## src/rtl/seq_mult_ctl_if.sv

```systemverilog
// Handshake/status bundle between a sequential multiplier controller and
// its requester/datapath.
// The controller connects through the slave modport. The requester/datapath
// side connects through the master modport.
interface seq_mult_ctl_if #(
  parameter int WIDTH = 16,
  parameter int CNT_W = $clog2(WIDTH + 1)
);
  logic             start;
  logic             abort;
  logic             mplier_zero;
  logic             one_shot;
  logic             first;
  logic             shift_en;
  logic [CNT_W-1:0] count;
  logic             busy;
  logic             done;
  logic             ready;

  modport master (
    output start, abort, mplier_zero,
    input  one_shot, first, shift_en, count, busy, done, ready
  );

  modport slave (
    input  start, abort, mplier_zero,
    output one_shot, first, shift_en, count, busy, done, ready
  );
endinterface

```

## src/rtl/seq_mult_ctl.sv

```systemverilog
// Control FSM for a shift-and-add multiplier: IDLE -> LOAD -> RUN -> DONE.
// A rising edge on start (registered into one_shot) launches one operation.
// LOAD strobes the operand load. RUN enables one add/shift per cycle for
// WIDTH cycles. DONE pulses once.
// abort returns to IDLE from any state and leaves count untouched.
// reset overrides everything.
// Optional feature macro: SEQ_MULT_CTL_EARLY_TERM_EN. When it is defined, RUN
// ends early once the datapath reports that the remaining multiplier bits are
// zero.
module seq_mult_ctl #(
  parameter int WIDTH = 16,
  parameter int CNT_W = $clog2(WIDTH + 1)
) (
  input  logic          clk,
  input  logic          reset,
  seq_mult_ctl_if.slave bus
);

  typedef enum logic [1:0] {
    S_IDLE = 2'd0,
    S_LOAD = 2'd1,
    S_RUN  = 2'd2,
    S_DONE = 2'd3
  } state_t;

  // Moore output vector, bit order {first, shift_en, busy, done, ready}.
  typedef logic [4:0] outs_t;

  function automatic outs_t moore_outs(input state_t s);
    case (s)
      S_IDLE:  moore_outs = 5'b00001;
      S_LOAD:  moore_outs = 5'b10100;
      S_RUN:   moore_outs = 5'b01100;
      S_DONE:  moore_outs = 5'b00010;
      default: moore_outs = 5'b00000;
    endcase
  endfunction

  state_t           r_state;
  logic             r_start_q;
  logic             r_one_shot;
  logic [CNT_W-1:0] r_count;
  outs_t            r_outs;
  logic             w_last_iter;

  // Last RUN cycle: the final iteration, or (optionally) nothing left to add.
`ifdef SEQ_MULT_CTL_EARLY_TERM_EN
  assign w_last_iter = (r_count == CNT_W'(WIDTH - 1)) || bus.mplier_zero;
`else
  assign w_last_iter = (r_count == CNT_W'(WIDTH - 1));
  // The port is kept in this build, but its value is deliberately unused.
  logic w_unused_mplier_zero;
  assign w_unused_mplier_zero = bus.mplier_zero;
`endif

  // Start edge detector: one_shot pulses for one cycle per rising edge of start.
  always_ff @(posedge clk) begin
    // NOTE: state is updated with non-blocking assignments so every register
    // samples the pre-edge values. Blocking assignments would make the result
    // depend on statement order.
    if (reset) begin
      r_start_q  <= 1'b0;
      r_one_shot <= 1'b0;
    end else begin
      r_start_q  <= bus.start;
      r_one_shot <= bus.start & ~r_start_q;
    end
  end

  // Control FSM with its registered Moore outputs and the iteration counter.
  always_ff @(posedge clk) begin
    if (reset) begin
      r_state <= S_IDLE;
      r_count <= '0;
      r_outs  <= moore_outs(S_IDLE);
    end else if (bus.abort) begin
      // Cancel without a done pulse; count keeps the progress made so far.
      r_state <= S_IDLE;
      r_outs  <= moore_outs(S_IDLE);
    end else begin
      case (r_state)
        S_IDLE: begin
          if (r_one_shot) begin
            r_state <= S_LOAD;
            r_count <= '0;
            r_outs  <= moore_outs(S_LOAD);
          end
        end
        S_LOAD: begin
          r_state <= S_RUN;
          r_outs  <= moore_outs(S_RUN);
        end
        S_RUN: begin
          r_count <= r_count + CNT_W'(1);
          if (w_last_iter) begin
            r_state <= S_DONE;
            r_outs  <= moore_outs(S_DONE);
          end
        end
        S_DONE: begin
          r_state <= S_IDLE;
          r_outs  <= moore_outs(S_IDLE);
        end
        default: begin
          r_state <= S_IDLE;
          r_outs  <= moore_outs(S_IDLE);
        end
      endcase
    end
  end

  assign bus.one_shot = r_one_shot;
  assign bus.first    = r_outs[4];
  assign bus.shift_en = r_outs[3];
  assign bus.busy     = r_outs[2];
  assign bus.done     = r_outs[1];
  assign bus.ready    = r_outs[0];
  assign bus.count    = r_count;

endmodule

```

## src/flat_wrapper.sv

```systemverilog
// flat-port wrapper written by rule: the top's interface ports become plain ports
module seq_mult_ctl_flat 
#(
  parameter int WIDTH = 16,
  parameter int CNT_W = $clog2(WIDTH + 1)
)
  (clk, reset, bus_start, bus_abort, bus_mplier_zero, bus_one_shot, bus_first, bus_shift_en, bus_count, bus_busy, bus_done, bus_ready);
  seq_mult_ctl_if #(.WIDTH(WIDTH), .CNT_W(CNT_W)) bus_i ();
  input  logic clk;
  input  logic reset;
  input wire logic [$bits(bus_i.start)-1:0] bus_start;
  input wire logic [$bits(bus_i.abort)-1:0] bus_abort;
  input wire logic [$bits(bus_i.mplier_zero)-1:0] bus_mplier_zero;
  output wire logic [$bits(bus_i.one_shot)-1:0] bus_one_shot;
  output wire logic [$bits(bus_i.first)-1:0] bus_first;
  output wire logic [$bits(bus_i.shift_en)-1:0] bus_shift_en;
  output wire logic [$bits(bus_i.count)-1:0] bus_count;
  output wire logic [$bits(bus_i.busy)-1:0] bus_busy;
  output wire logic [$bits(bus_i.done)-1:0] bus_done;
  output wire logic [$bits(bus_i.ready)-1:0] bus_ready;
  assign bus_i.start = bus_start;
  assign bus_i.abort = bus_abort;
  assign bus_i.mplier_zero = bus_mplier_zero;
  assign bus_one_shot = bus_i.one_shot;
  assign bus_first = bus_i.first;
  assign bus_shift_en = bus_i.shift_en;
  assign bus_count = bus_i.count;
  assign bus_busy = bus_i.busy;
  assign bus_done = bus_i.done;
  assign bus_ready = bus_i.ready;
  seq_mult_ctl #(.WIDTH(WIDTH), .CNT_W(CNT_W)) u_core (.clk(clk), .reset(reset), .bus(bus_i));
endmodule
```

## config.mk

```make
export PLATFORM = sky130hd
export DESIGN_NAME = seq_mult_ctl_flat
export DESIGN_NICKNAME = d
export VERILOG_FILES = /design/src/rtl/seq_mult_ctl_if.sv /design/src/rtl/seq_mult_ctl.sv /design/src/flat_wrapper.sv
export SDC_FILE = /design/constraint.sdc
export NUM_CORES = 1
export LEC_CHECK = 0
export ABC_CLOCK_PERIOD_IN_PS = 2200
export BUFFER_PORTS_ARGS = -buffer_cell sky130_fd_sc_hd__buf_2
export CORE_ASPECT_RATIO = 1.1
export CORE_MARGIN = 5
export CORE_UTILIZATION = 30
export DETAILED_ROUTE_END_ITERATION = 6
export GPL_TIMING_DRIVEN = 1
export PLACE_DENSITY = 0.55
export SLEW_MARGIN = 30
export SYNTH_ARGS = -nofsm -noshare
export SYNTH_HDL_FRONTEND = slang
export SYNTH_SLANG_ARGS = --single-unit
```

## constraint.sdc

```tcl
create_clock -name clk -period 2.2 [get_ports clk]
set_input_delay 0.33 -clock clk [delete_from_list [all_inputs] [get_ports clk]]
set_output_delay 0.33 -clock clk [all_outputs]
set_load 0.005 [all_outputs]
```

* Word level (Yosys, flattened, before mapping)
Cells that the tools add are included.
Operators by class: $add $sub $neg 1, equality and inequality tests 6, mux-type cells 8, bitwise operators 3, reduce and logical (&&, ||, !) cells 5
Operator list (count):
- $pmux W5 S4 | 1
- $mux W5 | 3
- $pmux W5 S2 | 1
- $pmux W2 S4 | 1
- $add A5 B1 Y5 const B | 1
- $eq A5 B4 Y1 const B | 1
- $eq A2 B2 Y1 const B | 2
- $mux W2 | 2
- $ne A2 B1 Y1 const B | 2
- $reduce_and A3 Y1 | 1
- $eq A2 B1 Y1 const B | 1
- $logic_not A2 Y1 | 1
- $not A1 Y1 | 2
- $reduce_and A2 Y1 | 1
- $reduce_bool A2 Y1 | 1
- $reduce_or A2 Y1 | 1
- $and A1 B1 Y1 | 1
Storage, ports and cells: bits in registers 14

* Depth between registers and ports, before layout
depth in word-level cells 3, gate-level depth with buffers 7

* Worst setup path before layout
Ideal clock, no wire load.
kind reg2reg, start register u_core.r_count[0], in the netlist u_core.bus.count[0], end register u_core.r_outs[4], setup time 70 ps, arrival 1712 ps, required time 2130 ps, setup slack 418 ps, cell stages (with the launch flop) 8, path through dfxtp_1 -> ha_1 -> and3_1 -> ha_1 -> and2b_2 -> buf_6 -> or3b_2 -> a21oi_1
Between the ends: longest elaborated chain between the ends 3
Ends and longest elaborated chain:
- start: declaration | line seq_mult_ctl.sv:42 | logic [CNT_W-1:0] r_count;
- start signal: assignment | line seq_mult_ctl.sv:94 | r_count <= r_count + CNT_W'(1);
- $eq A5 B4 Y1 | line seq_mult_ctl.sv:50 | assign w_last_iter = (r_count == CNT_W'(WIDTH - 1));
- $ne A2 B1 Y1 (no line)
- $reduce_and A2 Y1 (no line)
- end signal: assignment | line seq_mult_ctl.sv:75 | r_outs <= moore_outs(S_IDLE);
- end signal: assignment | line seq_mult_ctl.sv:79 | r_outs <= moore_outs(S_IDLE);
- end signal: assignment | line seq_mult_ctl.sv:86 | r_outs <= moore_outs(S_LOAD);
- end: declaration | line seq_mult_ctl.sv:43 | outs_t r_outs;
Every way passes these cells. A chain may end at the register's enable or synchronous reset.

* Worst setup path in the final report
start register u_core.r_state[0], end register u_core.r_count[3], in the netlist u_core.bus.count[3]
Between the ends: longest elaborated chain between the ends 3, elaborated cells between the ends (all ways) 6
Ends and longest elaborated chain:
- start: declaration | line seq_mult_ctl.sv:39 | state_t r_state;
- start signal: assignment | line seq_mult_ctl.sv:73 | r_state <= S_IDLE;
- start signal: assignment | line seq_mult_ctl.sv:78 | r_state <= S_IDLE;
- start signal: assignment | line seq_mult_ctl.sv:84 | r_state <= S_LOAD;
- $eq A2 B2 Y1 / $logic_not A2 Y1 (equally long branches) | line seq_mult_ctl.sv:81 | case (r_state)
- $reduce_bool A2 Y1 (no line) / $ne A2 B1 Y1 (equally long branches)
- $reduce_and A3 Y1 (no line)
Parallel ways exist; a longest one is shown, timed or not.

==> results_dict.tcl <==
set metrics [dict create \
    cts_resized 0 \
    routed_via_density 4.98 \
    grt_pass1_wl_um 2560 \
    final.period_utilization_pct 84.4 \
    core-area_mm2 0.00230 \
    synth_edf_count 0 \
    ios 16 \
    synth_area_leaders "dfxtp_1, ha_1, o21ai_0" \
    status "complete, no violations" \
    root_buffer "clkbuf_4" \
    dieArea_mm2 0.00352 \
    insertion_delay_ps 280 \
    leakagePower_nw 0.324 \
    synthCells 78 \
    crit_start "u_core.r_state[0]$_SDFFE_PP0P_" \
    route.detailed.drc 0 \
    slew_headroom_pct 69.5 \
    die_h_um 61.8 \
    avgSynthCellArea_um2 9.37 \
    slew_viol_final 0 \
    cts_tree "done" \
    synth-seq-cells 14 \
    drv_cap 0 \
    synth_cell_type_count 30 \
    grt_start_max_net_pins 13 \
    cp.required_ps 2410 \
    synth.largest_area_cell "dfxtp_1" \
    syn_nets 90 \
    wl_per_cell_um 12.1 \
    tightest_slew_ps 449 \
    worstReg2RegStart "u_core.r_state[0]$_SDFFE_PP0P_" \
    grt-ovfl-total 0 \
    synth_common_cells "dfxtp_1, o21ai_0, a21oi_1, ha_1, inv_1" \
    drive_above_1_share_pct 29.7 \
    dominantRegCellSynth "dfxtp_1" \
    syn2layout_area_growth_pct 14.2 \
    htreeDepth 1 \
    async_flop_share_pct 0 \
    finalSetupViolations 0 \
    postCtsSetupRepairBufs 0 \
    nets 105 \
    max-clock-path-buffers 2 \
    power.density_mw_per_mm2 544 \
    worstHoldPathType "input port to register" \
    fin_tns_setup_ps 0 \
    finalCriticalPeriod_ps 1860 \
    cp_max_fo 11 \
    design_area_um2 835 \
    drtIter0Drc 5 \
    yosysSeqAreaShare_pct 38.4 \
    max_clock_freq_mhz 538 \
    diodes 0 \
    skew_ps 7.11 \
    port_buffers 14 \
    ant_nets 0 \
    rsz0062_at_grt "no" \
    dp_hpwl_um 1100 \
    yosysMostFrequentCell "dfxtp_1" \
    placement_rows 18 \
    path_class "register to register" \
    gp_congestion 0.715 \
    yosys_warnings 0 \
    antenna_found_initial 0 \
    synth_top_area_share_pct 38.4 \
    floorplan.initialDensity_pct 31.8 \
    cp-start-kind "register" \
    critPathCaptureType "register" \
    n_fill_cell 259 \
    cts_buffers 3 \
    dpl_cell_area_um2 812 \
    min_from "bus_start" \
    regArea_um2 280 \
    grtUsageTotal_pct 9.62 \
    syn_area_um2 731 \
    die_width_um 57.1 \
    vias 603 \
    multi_input_area_um2 402 \
    clk_pin_slew_worst_paths_ps 90 \
    hold_viol 0 \
    hold_buffers 0 \
    crit_arrival_ps 2070 \
    grt_pass1_vias 610 \
    routed_wl_um 1470 \
    clock-sinks 14 \
    dr.pass1.iters 4 \
    vdd_drop_max_mv 0.292 \
]
sequential cells by signal, indices dropped and copies added, names as in the netlist:
| signal | cells |
|---|---|
| u_core.bus.count | 5 |
| u_core.bus.one_shot | 1 |
| u_core.r_start_q | 1 |
| u_core.r_outs | 5 |
| u_core.r_state | 2 |
power by group:
group	total, mW	internal [mW]	switching, mW
logic	0.0458	0.0211	0.0248
clock network	0.146	0.0635	0.0826
registers	0.262	0.259	0.00293
routing by layer:
| layer | vias up | GRT usage (%) | routed length [um] | share of wire (%) |
|---|---|---|---|---|
| li1 | 307 | - | - | - |
| met1 | 277 | 10.0 | 636 | 43 |
| met2 | 17 | 17.9 | 703 | 48 |
| met3 | 2 | 3.93 | 116 | 7.9 |
| met4 | 0 | 2.98 | 10 | 0.68 |
| met5 | - | 0 | 0 | 0 |
cell families after synthesis:
group,Yosys count,synth area share (%)
DFF,14,38.4
buffers and inverters,9,6.68
AOI/OAI and AO/OA,23,18.5
and+or+nand+nor,24,22.6
adders and majority gates,7,12.0
muxes,1,1.88
final cells by class:
class | instances | share of cell area (%)
clock buffers | 3 | 2.70
inverters | 4 | 1.80
repair buffers | 15 | 9.30
multi-input cells | 55 | 48.1
well taps | 30 | 4.50
flip-flops and latches | 14 | 33.6
worst max-delay path, cell delays in order (launching register included):
cell,delay (ps)
dfxtp_1,330
inv_1,120
ha_1,410
mux2i_2,240
or4_1,540
o22ai_1,150
metrics by stage:
stage / util (%) / std cells / setup slack [ps] / hold slack (ps) / total power [mW]
final: 36.3 / 121 / 343 / 302 / 0.454
after global routing: 36.3 / 121 / 193 / 300 / 0.484
after CTS: 36.3 / 121 / 333 / 301 / 0.462
after detailed placement: 35.3 / 118 / 365 / 373 / 0.315
after global placement: 35.3 / 118 / 394 / 372 / 0.313
after floorplan: - / 78 / 418 / 367 / 0.300
final timing paths:
kind / endpoint / slack [ps] / cells past startpoint
max: u_core.bus.count[3]$_SDFFE_PP0P_ / 340 / 5
min reg2reg: u_core.bus.one_shot$_SDFF_PP0_ / 380 / 1
max reg2reg: u_core.bus.count[3]$_SDFFE_PP0P_ / 340 / 5
min: u_core.r_start_q$_SDFF_PP0_ / 300 / 2
cell usage in the layout (no fill, tap or decap), types with 2 or more instances in the layout:
master,count
dfxtp_1,14
inv_1,4
ha_1,7
nor2b_1,3
or4_1,2
a21oi_1,7
buf_2,14
or4b_1,2
nand3b_1,2
clkbuf_4,3
or3b_2,3
o21ai_0,10
nand2_1,2
Note: power is estimated with default switching activity, not from simulation.
